### src/rtl/alu_arb_pkg.sv
// -----------------------------------------------------------------------------
// alu_arb_pkg
// Shared definitions for the two-requester ALU arbiter: datapath widths,
// requester count, ALU opcode constants and the arbiter FSM state encoding.
// -----------------------------------------------------------------------------
package alu_arb_pkg;

   localparam int DATA_W  = 32;
   localparam int OP_W    = 5;
   localparam int SHAMT_W = 5;
   localparam int NUM_REQ = 2;

   // Opcodes understood by the shared ALU; anything else is passed through
   // untouched and the ALU applies its own default behaviour.
   localparam logic [OP_W-1:0] OP_ADD = 5'd0;
   localparam logic [OP_W-1:0] OP_SUB = 5'd1;
   localparam logic [OP_W-1:0] OP_AND = 5'd2;
   localparam logic [OP_W-1:0] OP_OR  = 5'd3;
   localparam logic [OP_W-1:0] OP_SLL = 5'd4;
   localparam logic [OP_W-1:0] OP_SRA = 5'd5;

   typedef enum logic [1:0] {
      ST_IDLE = 2'd0,
      ST_EXEC = 2'd1,
      ST_RESP = 2'd2
   } arb_state_e;

endpackage

### src/rtl/alu_arb_grant.sv
// -----------------------------------------------------------------------------
// alu_arb_grant
// One-hot grant selection between the two requesters. A grant is only issued
// while the arbiter is idle. A lone valid requester always wins; on a tie the
// winner is chosen by the configured policy.
//
// Configuration macro: ALU_ARB_RR_EN
//   defined   -> round-robin: the tie goes to the requester that did not
//                win the previous transfer (last_grant).
//   undefined -> fixed priority: requester 0 wins every tie; last_grant is
//                ignored.
//
// Ports:
//   valid      in  [NUM_REQ-1:0]  request valids {req1, req0}
//   last_grant in  1              index of the most recently accepted requester
//   idle       in  1              arbiter FSM is in IDLE
//   grant      out [NUM_REQ-1:0]  one-hot grant (all zero when nothing granted)
// -----------------------------------------------------------------------------
module alu_arb_grant
   import alu_arb_pkg::*;
(
   input  logic [NUM_REQ-1:0] valid,
   input  logic               last_grant,
   input  logic               idle,
   output logic [NUM_REQ-1:0] grant
);

   logic [NUM_REQ-1:0] tie_grant_s;

`ifdef ALU_ARB_RR_EN
   assign tie_grant_s = last_grant ? 2'b01 : 2'b10;
`else
   logic unused_last_grant_s;
   assign unused_last_grant_s = last_grant;
   assign tie_grant_s = 2'b01;
`endif

   // Grant decode: single requester wins outright, contention uses the tie winner.
   always_comb begin
      grant = 2'b00;
      if (idle) begin
         case (valid)
            2'b01:   grant = 2'b01;
            2'b10:   grant = 2'b10;
            2'b11:   grant = tie_grant_s;
            default: grant = 2'b00;
         endcase
      end else begin
         grant = 2'b00;
      end
   end

endmodule

### src/rtl/alu_arbiter.sv
// -----------------------------------------------------------------------------
// alu_arbiter
// Shares one combinational ALU between two requesters. Each operation runs
// IDLE -> EXEC -> RESP: the granted request is latched into the ALU drive
// registers, the ALU outputs are captured one edge later, and the response is
// held on the response bus until the consumer takes it.
//
// Configuration macro: ALU_ARB_RR_EN (round-robin arbitration when defined,
// fixed priority to requester 0 otherwise; see alu_arb_grant).
//
// Ports:
//   clock, reset                    rising-edge clock, synchronous active-high reset
//   reqN_valid/ready                request handshake for requester N (0,1)
//   reqN_opcode/shamt/operandA/B    request payload
//   alu_opcode/shamt/operandA/B     registered drive to the shared ALU
//   alu_result/isNotEqual/          ALU outputs, captured in EXEC
//     isLessThan/overflow
//   rsp_valid/ready                 response handshake
//   rsp_id                          index of the requester that issued the op
//   rsp_result/isNotEqual/          captured ALU outputs
//     isLessThan/overflow
// -----------------------------------------------------------------------------
module alu_arbiter
   import alu_arb_pkg::*;
(
   input  logic               clock,
   input  logic               reset,

   input  logic               req0_valid,
   output logic               req0_ready,
   input  logic [OP_W-1:0]    req0_opcode,
   input  logic [SHAMT_W-1:0] req0_shamt,
   input  logic [DATA_W-1:0]  req0_operandA,
   input  logic [DATA_W-1:0]  req0_operandB,

   input  logic               req1_valid,
   output logic               req1_ready,
   input  logic [OP_W-1:0]    req1_opcode,
   input  logic [SHAMT_W-1:0] req1_shamt,
   input  logic [DATA_W-1:0]  req1_operandA,
   input  logic [DATA_W-1:0]  req1_operandB,

   output logic [OP_W-1:0]    alu_opcode,
   output logic [SHAMT_W-1:0] alu_shamt,
   output logic [DATA_W-1:0]  alu_operandA,
   output logic [DATA_W-1:0]  alu_operandB,
   input  logic [DATA_W-1:0]  alu_result,
   input  logic               alu_isNotEqual,
   input  logic               alu_isLessThan,
   input  logic               alu_overflow,

   output logic               rsp_valid,
   input  logic               rsp_ready,
   output logic               rsp_id,
   output logic [DATA_W-1:0]  rsp_result,
   output logic               rsp_isNotEqual,
   output logic               rsp_isLessThan,
   output logic               rsp_overflow
);

   arb_state_e         state_r;
   logic [NUM_REQ-1:0] valid_s;
   logic [NUM_REQ-1:0] grant_s;
   logic               idle_s;
   logic               accept_s;
   logic               last_grant_s;

   logic [OP_W-1:0]    sel_opcode_s;
   logic [SHAMT_W-1:0] sel_shamt_s;
   logic [DATA_W-1:0]  sel_a_s;
   logic [DATA_W-1:0]  sel_b_s;
   logic               sel_id_s;

   logic [OP_W-1:0]    opcode_r;
   logic [SHAMT_W-1:0] shamt_r;
   logic [DATA_W-1:0]  a_r;
   logic [DATA_W-1:0]  b_r;
   logic               id_r;

   logic               rsp_valid_r;
   logic [DATA_W-1:0]  rsp_result_r;
   logic               rsp_ne_r;
   logic               rsp_lt_r;
   logic               rsp_ovf_r;

   assign valid_s  = {req1_valid, req0_valid};
   assign idle_s   = (state_r == ST_IDLE);

   alu_arb_grant u_grant (
      .valid      (valid_s),
      .last_grant (last_grant_s),
      .idle       (idle_s),
      .grant      (grant_s)
   );

   // Ready is the grant itself, so it can only be high in IDLE and one-hot.
   assign req0_ready = grant_s[0];
   assign req1_ready = grant_s[1];
   assign accept_s   = |(grant_s & valid_s);
   assign sel_id_s   = grant_s[1];

`ifdef ALU_ARB_RR_EN
   logic last_grant_r;

   // Last-grant pointer: remembers the winner of each accepted transfer.
   always_ff @(posedge clock) begin
      if (reset) begin
         last_grant_r <= 1'b1;
      end else if (accept_s) begin
         last_grant_r <= sel_id_s;
      end else begin
         last_grant_r <= last_grant_r;
      end
   end

   assign last_grant_s = last_grant_r;
`else
   assign last_grant_s = 1'b1;
`endif

   // Payload mux: forward the granted requester's fields to the input registers.
   always_comb begin
      if (grant_s[1]) begin
         sel_opcode_s = req1_opcode;
         sel_shamt_s  = req1_shamt;
         sel_a_s      = req1_operandA;
         sel_b_s      = req1_operandB;
      end else begin
         sel_opcode_s = req0_opcode;
         sel_shamt_s  = req0_shamt;
         sel_a_s      = req0_operandA;
         sel_b_s      = req0_operandB;
      end
   end

   // Arbiter FSM: latch on transfer, capture ALU outputs, hold response until taken.
   always_ff @(posedge clock) begin
      if (reset) begin
         state_r      <= ST_IDLE;
         opcode_r     <= {OP_W{1'b0}};
         shamt_r      <= {SHAMT_W{1'b0}};
         a_r          <= {DATA_W{1'b0}};
         b_r          <= {DATA_W{1'b0}};
         id_r         <= 1'b0;
         rsp_valid_r  <= 1'b0;
         rsp_result_r <= {DATA_W{1'b0}};
         rsp_ne_r     <= 1'b0;
         rsp_lt_r     <= 1'b0;
         rsp_ovf_r    <= 1'b0;
      end else begin
         case (state_r)
            ST_IDLE: begin
               if (accept_s) begin
                  opcode_r <= sel_opcode_s;
                  shamt_r  <= sel_shamt_s;
                  a_r      <= sel_a_s;
                  b_r      <= sel_b_s;
                  id_r     <= sel_id_s;
                  state_r  <= ST_EXEC;
               end
            end
            ST_EXEC: begin
               rsp_result_r <= alu_result;
               rsp_ne_r     <= alu_isNotEqual;
               rsp_lt_r     <= alu_isLessThan;
               rsp_ovf_r    <= alu_overflow;
               rsp_valid_r  <= 1'b1;
               state_r      <= ST_RESP;
            end
            ST_RESP: begin
               if (rsp_ready) begin
                  rsp_valid_r <= 1'b0;
                  state_r     <= ST_IDLE;
               end
            end
            default: begin
               rsp_valid_r <= 1'b0;
               state_r     <= ST_IDLE;
            end
         endcase
      end
   end

   // The ALU is driven straight from the input registers so it holds between ops.
   assign alu_opcode     = opcode_r;
   assign alu_shamt      = shamt_r;
   assign alu_operandA   = a_r;
   assign alu_operandB   = b_r;

   // id_r only changes on acceptance, so it is stable for the whole RESP phase.
   assign rsp_valid      = rsp_valid_r;
   assign rsp_id         = id_r;
   assign rsp_result     = rsp_result_r;
   assign rsp_isNotEqual = rsp_ne_r;
   assign rsp_isLessThan = rsp_lt_r;
   assign rsp_overflow   = rsp_ovf_r;

endmodule

### config.mk
export PLATFORM = sky130hd
export DESIGN_NAME = alu_arbiter
export DESIGN_NICKNAME = d
export VERILOG_FILES = /design/src/rtl/alu_arb_pkg.sv /design/src/rtl/alu_arb_grant.sv /design/src/rtl/alu_arbiter.sv
export SDC_FILE = /design/constraint.sdc
export NUM_CORES = 1
export LEC_CHECK = 0
export BUFFER_PORTS_ARGS = -buffer_cell sky130_fd_sc_hd__buf_2
export CAP_MARGIN = 20
export CORE_AREA = 4 4 115 117
export CTS_BUF_LIST = sky130_fd_sc_hd__clkbuf_16
export DETAILED_ROUTE_END_ITERATION = 8
export DIE_AREA = 0 0 119 121
export GPL_TIMING_DRIVEN = 0
export PLACE_DENSITY = 0.7
export SETUP_SLACK_MARGIN = 0.5
export SLEW_MARGIN = 20
export SYNTH_ARGS = -nofsm -noshare
export SYNTH_HDL_FRONTEND = slang
export SYNTH_SLANG_ARGS = --single-unit
### constraint.sdc
create_clock -name clock -period 1.7 [get_ports clock]
set_input_delay 0.34 -clock clock [delete_from_list [all_inputs] [get_ports clock]]
set_output_delay 0.34 -clock clock [all_outputs]
set_load 0.005 [all_outputs]
; ---- After elaboration in Yosys (flattened, before gate mapping)
; Index checks and enable logic that the tools add are counted.
[word_totals]
register_bits = 113
in_bits = 188
elab_cells = 37
[classes]
eq_ne = 7
muxes = 11
n_bitwise = 2
reduce_logical = 6
[op_table]
columns = operator, n
row1 = $mux W32, 2
row2 = $mux W5, 2
row3 = $eq A2 B2 Y1 const B, 3
row4 = $mux W2, 3
row5 = $pmux W2 S3, 1
row6 = $reduce_and A2 Y1, 3
row7 = $eq A2 B1 Y1 const B, 2
row8 = $pmux W2 S2, 1
row9 = $reduce_or A2 Y1, 2
row10 = $pmux W1 S3, 1
row11 = $and A2 B2 Y2, 1
row12 = $logic_not A2 Y1, 1
row13 = $ne A2 B1 Y1 const B, 1
row14 = $ne A2 B2 Y1 const B, 1
row15 = $mux W1, 1
row16 = $not A1 Y1, 1

; ---- Logic depth before layout (Yosys ltp)
; Gate-level depths: netlist of run 1.
[logic_depth]
ltp_word = 8
ltp_mapped = 5
ltp_nobuf = 3

; ---- Hierarchy
; From an unflattened synthesis of run 1, not the netlist that was laid out.
[hier_totals]
cells_unflattened = 513
area_unflattened_um2 = 4939.7
[modules_own_cells]
columns = mod, instances, cells_each, area_each_um2, seq_area_each_um2
row1 = alu_arbiter, 1, 511, 4923.5, 2262.2
row2 = alu_arb_grant, 1, 2, 16.3, 0.0

; ---- Worst setup path before layout of run 1
; Ideal clock, no wire load.
[synth_timing]
kind = register to output
start = register state_r[1]
end = output port req0_ready
t_arrival_ns = 1.224
setup_slack_ns = 0.136
stages_incl_launch_ff = 5
path_cell_list = dfxtp_1 or3b_2 buf_2 buf_2 inv_1
[synth_between]
elab_chain_cells = 2
[synth_lines]
columns = item, line
row1 = from (decl), alu_arbiter.sv:61  ; arb_state_e state_r;
row2 = from (signal assigned), alu_arbiter.sv:139  ; state_r <= ST_IDLE;
row3 = from (signal assigned), alu_arbiter.sv:159  ; state_r <= ST_EXEC;
row4 = from (signal assigned), alu_arbiter.sv:168  ; state_r <= ST_RESP;
row5 = $logic_not A2 Y1, alu_arbiter.sv:87  ; assign idle_s = (state_r == ST_IDLE);
row6 = $mux W2, alu_arb_grant.sv:41  ; if (idle) begin
row7 = to (decl), alu_arbiter.sv:30  ; output logic req0_ready,
; Every way passes these cells.

; ---- Final worst setup path of run 1
[layout_timing]
start = register state_r[0]
end = output port req0_ready
; The elaborated chain is that of the path after synthesis.

==> results summary, run 1 <==
The run finished, with violations left. The final reports fail on negative setup slack. In this run the horizontal extent of the chip is roughly 120 um. The total CTS buffers came out at 17. Setup repair after global routing could not meet its margin everywhere.

The number of buffers inserted by port buffering is 299. The endpoint kind of the worst setup timing path is an output port. For this run, the total global-route usage over all layers was measured as 0.2253.

The antenna violation net count after detailed routing came out at 0. For the worst setup path, the data required time is around 1400 ps. Synthesis produced just over 500 cells. The combined area of all synthesized cells is between 0.004 and 0.005 mm2. The sequential cell area came out at 0.002308 mm2. The first-pass GRT wire length came out at 25530 um. Entering global routing, the biggest net connects 17 pins. The number of violations of the max-capacitance limit came out at 0. The maximum clock insertion buffer count is 2. In this run the most critical hold path is launched from alu_result[16]. The worst flop-to-flop path startpoint is state_r[0]$_SDFFE_PP0P_. The vias per cell came out at roughly 5.2. The wire length per cell is about 18 um.

The area growth from synthesis to layout is 90.87%. The total power per unit cell area is 1004 mW/mm2. Timing would allow up to between 400 and 500 MHz. At the end of the flow the core is filled with cells to 0.6579.

The number of max-slew violations in the final report came out at 0. The number of levels the H-tree was split into came out at 4. For this run, the register share of the synthesized area comes to 0.5308. TritonCTS built the clock tree. The number of enable-type register cells in the synthesized netlist is 0.

The top fanout value on the critical path is 3. The detailed placer's ending HPWL came out at approximately 12000 um. For this run, the number of Yosys warnings is 0. The instance count after placement with tap cells included is between 900 and 1k.

The path class of the lowest-slack min-delay path is input port to register. The number of sinks on the clock net is 113. The number of antenna violations at the first check in global routing is 0. The post-layout worst setup margin came out at -313.6 ps.

The clock skew is between 5 and 6 ps. The number of global-route vias before repair came to 5071. The most common cell in the synthesized netlist is sky130_fd_sc_hd__dfxtp_1.

The shortest clock period the worst path allows after layout came out at ~2000 ps. The count of filler cells inserted in the layout came out at between 900 and 1k. The count of cells along the worst register-to-register path came out at 8. The clock latency on the worst-skew pair is ~400 ps. After detailed routing, the number of remaining DRC violations is 0.

The fraction of final layout cells sized beyond drive strength 1 came out at 0.6276. The distinct cell type count of the synthesized netlist came out at 16. The critical path is of the register to output port type. In the post-synthesis netlist, the biggest area contributors are sky130_fd_sc_hd__dfxtp_1 (53%), sky130_fd_sc_hd__a21oi_1 (13%), sky130_fd_sc_hd__o22ai_1 (11%), sky130_fd_sc_hd__nor3_1 (8.9%), sky130_fd_sc_hd__nand2_1 (6.3%). The number of cell rows is ~40. The register-to-register setup slack is -220 ps. VDD sags by at most approximately 0.48 mV. sky130_fd_sc_hd__dfxtp_1 takes more of the synthesized area than any other cell. The vertical die dimension is ~120 um.

The CTS clock-pin slew for the worst setup and hold paths is approximately 50 ps. The root buffer cell chosen for the clock tree is sky130_fd_sc_hd__clkbuf_16. After synthesis, the mean cell area works out to ~8.3 um2. The number of hold buffers added after CTS is 0. The initial utilization of the core area, before any placement, comes to 0.3447. For this block, the via count after detailed routing is between 5k and 6k.

The final worst-path cycle share is 1.184. The antenna diode count is 0. The final setup violation count is 52. The count of cells along the worst hold path came out at 3. The final weighted congestion in routability-driven placement is roughly 0.85. The number of placed I/O pins is around 300.

The net count reported at finish is 1047. The final standard cell count with taps included and fillers excluded is 1042. In this run, synthesis produced a sequential element count of 113. The static power due to leakage is 3.641 nW.

The fraction of registers with async set or reset after synthesis came out at 0. The worst hold path terminates at rsp_result[16]$_SDFFE_PP0P_. The dominant synthesized flop cell is sky130_fd_sc_hd__dfxtp_1. STA classifies the critical path startpoint as a register. The routed wire length is 18880 um. At the pin with the least slew margin, the transition time is 571.5 ps. The area share of the largest cell type after synthesis came out at 0.5308. Counting instances in the post-synthesis netlist gives the leading cell types as sky130_fd_sc_hd__dfxtp_1 (113), sky130_fd_sc_hd__a21oi_1 (111), sky130_fd_sc_hd__nor3_1 (76). At the placement stage, the worst setup path has a slack of -174.0 ps. The first TritonRoute pass finished after 6 iterations.

The die covers 0.01440 mm2. The area of the multi-input gates came out at between 0.002 and 0.003 mm2. After the first detailed-routing iteration, the DRC count stood at 300. The critical register-to-register path endpoint is alu_operandA[9]$_SDFFE_PP0P_. The final hold violation count is 0. The total core area came out at around 0.012 mm2. The total grt overflow came out at 0.

For the worst setup path, the data arrival time is approximately 1700 ps. In this run the tightest slew margin relative to its limit is 0.6190. The net count after synthesis is approximately 700.
==> routing by layer <==
layer / up-vias / share of wire / global-route usage
met5: - / 0 / 0
met2: 271 / 0.53 / 0.4048
met3: 59 / 0.066 / 0.05734
met1: 2544 / 0.36 / 0.2455
li1: 2551 / - / -
met4: 0 / 0.041 / 0.1122
==> registers in the layout, summed over array words and instances, names as in the netlist <==
| register | count |
|---|---|
| state_r | 2 |
| rsp_isLessThan | 1 |
| alu_shamt | 5 |
| alu_operandB | 32 |
| alu_operandA | 32 |
| rsp_isNotEqual | 1 |
| rsp_result | 32 |
| alu_opcode | 5 |
| rsp_overflow | 1 |
| rsp_id | 1 |
| rsp_valid | 1 |
==> cells in the final DEF (no fill, tap or decap), types with 17 or more instances in the layout <==
| cell type | instances |
|---|---|
| sky130_fd_sc_hd__buf_6 | 22 |
| sky130_fd_sc_hd__dfxtp_1 | 80 |
| sky130_fd_sc_hd__nand2_1 | 57 |
| sky130_fd_sc_hd__buf_2 | 295 |
| sky130_fd_sc_hd__nor3_1 | 59 |
| sky130_fd_sc_hd__o22ai_4 | 25 |
| sky130_fd_sc_hd__nor3_2 | 17 |
| sky130_fd_sc_hd__dfxtp_2 | 31 |
| sky130_fd_sc_hd__o22ai_2 | 49 |
| sky130_fd_sc_hd__clkbuf_16 | 26 |
| sky130_fd_sc_hd__a21oi_1 | 96 |
==> timing repair <==
item,4_1_cts,5_1_grt
pin swaps,11,6
gates cloned,7,4
gates resized for setup,135,150
setup buffers,15,4
endpoints found under the setup margin,171,221
==> where the power goes <==
group	internal, mW	leakage [nW]	total (mW)	switching (mW)
combinational	1.10	2.44	2.17	1.07
sequential	2.95	0.948	3.09	0.147
clock	1.78	0.251	2.91	1.13
total	5.83	3.64	8.17	2.34
==> metrics by stage <==
stage | power (mW) | cell area [um2] | hold slack, ps | TNS [ps]
2_1_floorplan | 3.851 | 4294 | 452.7 | 0
3_3_place_gp | 4.545 | 6006 | 440.1 | -2174
3_5_place_dp | 4.560 | 6006 | 444.1 | -2317
4_1_cts | 7.814 | 7278 | 153.2 | -3511
5_1_grt | 8.511 | 8134 | 154.6 | -9352
6_report | 8.166 | 8134 | 165.1 | -6839
==> worst max-delay path by stage <==
| stage | startpoint | to | cells after the start |
|---|---|---|---|
| final | state_r[0]$_SDFFE_PP0P_ | req0_ready | 6 |
| after global routing | state_r[0]$_SDFFE_PP0P_ | req1_ready | 5 |
| after CTS | state_r[0]$_SDFFE_PP0P_ | req1_ready | 5 |
| after detailed placement | req0_valid | alu_operandA[9]$_SDFFE_PP0P_ | 6 |
| after global placement | req0_valid | alu_operandA[9]$_SDFFE_PP0P_ | 6 |
| after floorplan | req0_valid | req1_ready | 4 |
==> worst max-delay path, cell delays in order, from the launching register on <==
cell	delay [ps]
sky130_fd_sc_hd__dfxtp_4	350
sky130_fd_sc_hd__buf_4	150
sky130_fd_sc_hd__or3b_4	380
sky130_fd_sc_hd__buf_8	140
sky130_fd_sc_hd__buf_12	120
sky130_fd_sc_hd__inv_4	40
sky130_fd_sc_hd__buf_6	90
==> logic make-up (layout without fill, tap and decap cells) <==
kind of cell,count (synthesis),in the layout,share of synthesized area
flip-flops,113,113,0.5308
AO/OA/AOI/OAI,185,185,0.2390
buffers and inverters,55,414,0.06283
AND/OR/NAND/NOR,158,158,0.1674
==> area by class of cell <==
cell class | instances | area share
Buffer | 53 | 0.06645
Clock buffer | 17 | 0.05230
Clock inverter | 13 | 0.007383
Inverter | 2 | 0.001231
Multi-Input combinational cell | 343 | 0.3183
Sequential cell | 113 | 0.2838
Tap cell | 172 | 0.02646
Timing Repair Buffer | 329 | 0.2441
(Power assumes the default switching activity.)
==> inputs of run 2 (changes only) <==
==> constraint.sdc (replaced) <==
create_clock -name clock -period 1.7 [get_ports clock]
set_input_delay 0.34 -clock clock [delete_from_list [all_inputs] [get_ports clock]]
set_output_delay 0.34 -clock clock [all_outputs]
set_load 0.05 [all_outputs]
==> run 2 against run 1 <==
Compared with the run above:
- the run still ends with negative setup slack left
- cell count is 0.29% lower
- non-clock buffer count is 6 lower
- clock skew hardly changed
==> results summary, run 2 (same netlist as run 1, synthesis figures left out) <==
The flow ran to the end, but the final reports show violations. The checks that failed: negative setup slack. The maximum clock insertion buffer count came out at 2 (unchanged).

The path class of the lowest-slack min-delay path is input port to register. The die span in x came out at 119 um (unchanged). The number of max-slew violations in the final report came out at 0 (unchanged).

The routed wire length came out at 19310 um (+2.3%). The area growth from synthesis to final layout came out at 109.3%. The first-pass iteration count of the detailed router came out at 7 (+1). The number of violations of the max-capacitance limit came to 0 (unchanged). The number of hold buffers added after CTS came to 0 (unchanged). The final setup violation count is 48 (-7.7%). The number of cell rows was 41 (unchanged). The pin count of the biggest net entering global routing came to 17 (unchanged). The root buffer cell chosen for the clock tree is sky130_fd_sc_hd__clkbuf_16. The clock latency on the worst-skew pair came out at 400 ps (about the same).

The tightest slew margin relative to the limit is 0.5130 (-0.1060). The first-pass GRT wire length came out at 25450 um (-0.30%). The hold slack came to 166.6 ps (+1.522 ps). The final standard cell count with taps included and fillers excluded is 1039 (-0.29%). The initial core utilization came out at 0.3447 (unchanged). Setup repair after global routing could not meet its margin everywhere. The antenna violation net count after detailed routing came out at 0 (unchanged). The number of buffers inserted by port buffering is 299 (unchanged). The critical path required time was 1360 ps (about the same). The post-layout worst setup margin is -393.6 ps (-80.00 ps).

The number of placed I/O pins is 301 (unchanged). The via count of the routed design came out at 5463 (+0.70%). The maximum operating frequency is 477.6 MHz (-3.8%).

The post-detailed-placement cell area came out at 0.006007 mm2 (about the same). The count of filler cells inserted in the layout came to 802 (-18%). The wire length per cell is 18.58 um (+2.6%). STA classifies the critical path startpoint as a register.

The arrival time of data at the critical path endpoint is 1750 ps (+80 ps). The library cell used most frequently in the layout, excluding fill and tap cells, is sky130_fd_sc_hd__buf_2. The detailed placer's ending HPWL is 11590 um (-1.4%). The number of sinks on the clock net came to 113 (unchanged). The global-route usage over all layers is 0.2209 (-0.004339). The final weighted congestion in routability-driven placement came out at 0.7997 (-5.7%). The CTS clock-pin slew for the worst setup and hold paths was 50 ps (about the same). The number of levels the H-tree was split into is 4 (unchanged). The instance count after placement with tap cells included is 982 (unchanged). The die area is 0.01440 mm2 (unchanged). The total power per unit cell area is 1150 mW/mm2 (+15%). The number of global-route vias before repair is 5099 (+0.55%). The CTS tree is yes. The final-layout setup total negative slack is -6177 ps (+662.4 ps). By startpoint and endpoint, the worst setup path is classified as register to output port. The fraction of final layout cells sized beyond drive strength 1 was 0.6628 (+0.03523).

The number of antenna violations at the first check in global routing is 1 (+1). The post-route DRC violation count came out at 0 (unchanged). The vias per cell came out at 5.258 (+0.99%). The top fanout value on the critical path came out at 3 (unchanged). The area of all placed cells without fillers is 0.008921 mm2 (+9.7%).

The vertical die dimension is 121 um (unchanged). The total CTS buffers came to 17 (unchanged). The clock skew is 5.433 ps (-0.4019 ps). The number of violations reported at the end of detailed-routing iteration 0 came to 404 (+35%). The final worst-path cycle share is 1.232 (+0.04706). The final hold violation count is 0 (unchanged). The shortest clock period the worst path allows after layout was 2094 ps (+80.00 ps). The static power due to leakage is 3.819 nW (+4.9%). The total grt overflow came out at 0 (unchanged). The maximum vdd ir drop came out at 0.6118 mV (+28%).

The total core area was 0.01236 mm2 (unchanged). The net count reported at finish is 1041 (-0.57%). The measured slew at the worst slew-check pin is 730.4 ps (+158.9 ps).

The minimum setup slack after placement is -308.0 ps (-134.0 ps). In the layout the commonest cells are sky130_fd_sc_hd__buf_2 (196), sky130_fd_sc_hd__a21oi_1 (109), sky130_fd_sc_hd__buf_8 (101). STA classifies the critical path endpoint as an output port.
run 2: cell types whose count changed in the layout (fill, tap and decap cells not counted), moves of 5 or more:
cell                      before  now
sky130_fd_sc_hd__nand2_2      12    0
sky130_fd_sc_hd__dfxtp_2      31  100
sky130_fd_sc_hd__o22ai_2      49   57
sky130_fd_sc_hd__a21oi_2      15    2
sky130_fd_sc_hd__buf_8         8  101
sky130_fd_sc_hd__nand2_1      57   71
sky130_fd_sc_hd__dfxtp_1      80   11
sky130_fd_sc_hd__a21oi_1      96  109
sky130_fd_sc_hd__buf_4        11   16
sky130_fd_sc_hd__buf_2       295  196
sky130_fd_sc_hd__nor3_2       17    8
sky130_fd_sc_hd__o22ai_4      25   15
sky130_fd_sc_hd__nor3_1       59   68
run 2: path summary, 6_finish.rpt:
kind                               startpoint                            to  slack [ps]  depth (start not counted)
hold / removal                 alu_result[26]   rsp_result[26]$_SDFFE_PP0P_         170                          3
setup reg to reg      state_r[0]$_SDFFE_PP0P_  alu_operandB[5]$_SDFFE_PP0P_        -170                          7
setup / recovery      state_r[0]$_SDFFE_PP0P_                    req1_ready        -390                          5
hold reg to reg   rsp_result[28]$_SDFFE_PP0P_   rsp_result[28]$_SDFFE_PP0P_         470                          2
run 2: metal layers:
metal | wire length (um) | track usage | part of all wire | up-vias
li1 | - | - | - | 2540
met1 | 7205 | 0.2575 | 0.37 | 2583
met2 | 10060 | 0.3790 | 0.52 | 287
met3 | 1419 | 0.06107 | 0.073 | 53
met4 | 626 | 0.09776 | 0.032 | 0
met5 | 0 | 0 | 0 | -
run 2: what timing repair did:
item                       CTS  global route
gates resized for setup    319           302
setup endpoints to repair  220           224
pin swaps                    1             1
setup buffers               11             6
gates cloned                 0             7
run 2: where the power goes:
group,internal [mW],total (mW),switching [mW]
Sequential,2.99,3.23,0.246
Clock,2.41,3.62,1.21
Combinational,1.47,3.40,1.93
Total,6.87,10.3,3.39
run 2: through the flow:
step	util	power (mW)
2_1_floorplan	-	4.777
4_1_cts	0.6257	9.690
5_1_grt	0.7216	10.60
6_report	0.7216	10.26
3_5_place_dp	0.4859	5.485
3_3_place_gp	0.4859	5.468
run 2: layout make-up:
| cell class | count | area, um2 | share of cell area |
|---|---|---|---|
| tap | 172 | 215.2 | 0.02412 |
| sequential | 113 | 2395 | 0.2684 |
| clock buffer | 17 | 425.4 | 0.04769 |
| multi-input combinational | 343 | 2347 | 0.2631 |
| timing repair buffer | 323 | 2877 | 0.3224 |
| antenna | 1 | 2.502 | 0.0002805 |
| buffer | 53 | 469.2 | 0.05259 |
| inverter | 2 | 15.01 | 0.001683 |
| clock inverter | 15 | 175.2 | 0.01964 |
run 2: worst max-delay path, stage by stage (launching register included):
cell	delay, ps
sky130_fd_sc_hd__dfxtp_4	350
sky130_fd_sc_hd__or4b_4	540
sky130_fd_sc_hd__buf_12	150
sky130_fd_sc_hd__buf_12	120
sky130_fd_sc_hd__clkinvlp_4	60
sky130_fd_sc_hd__buf_8	130
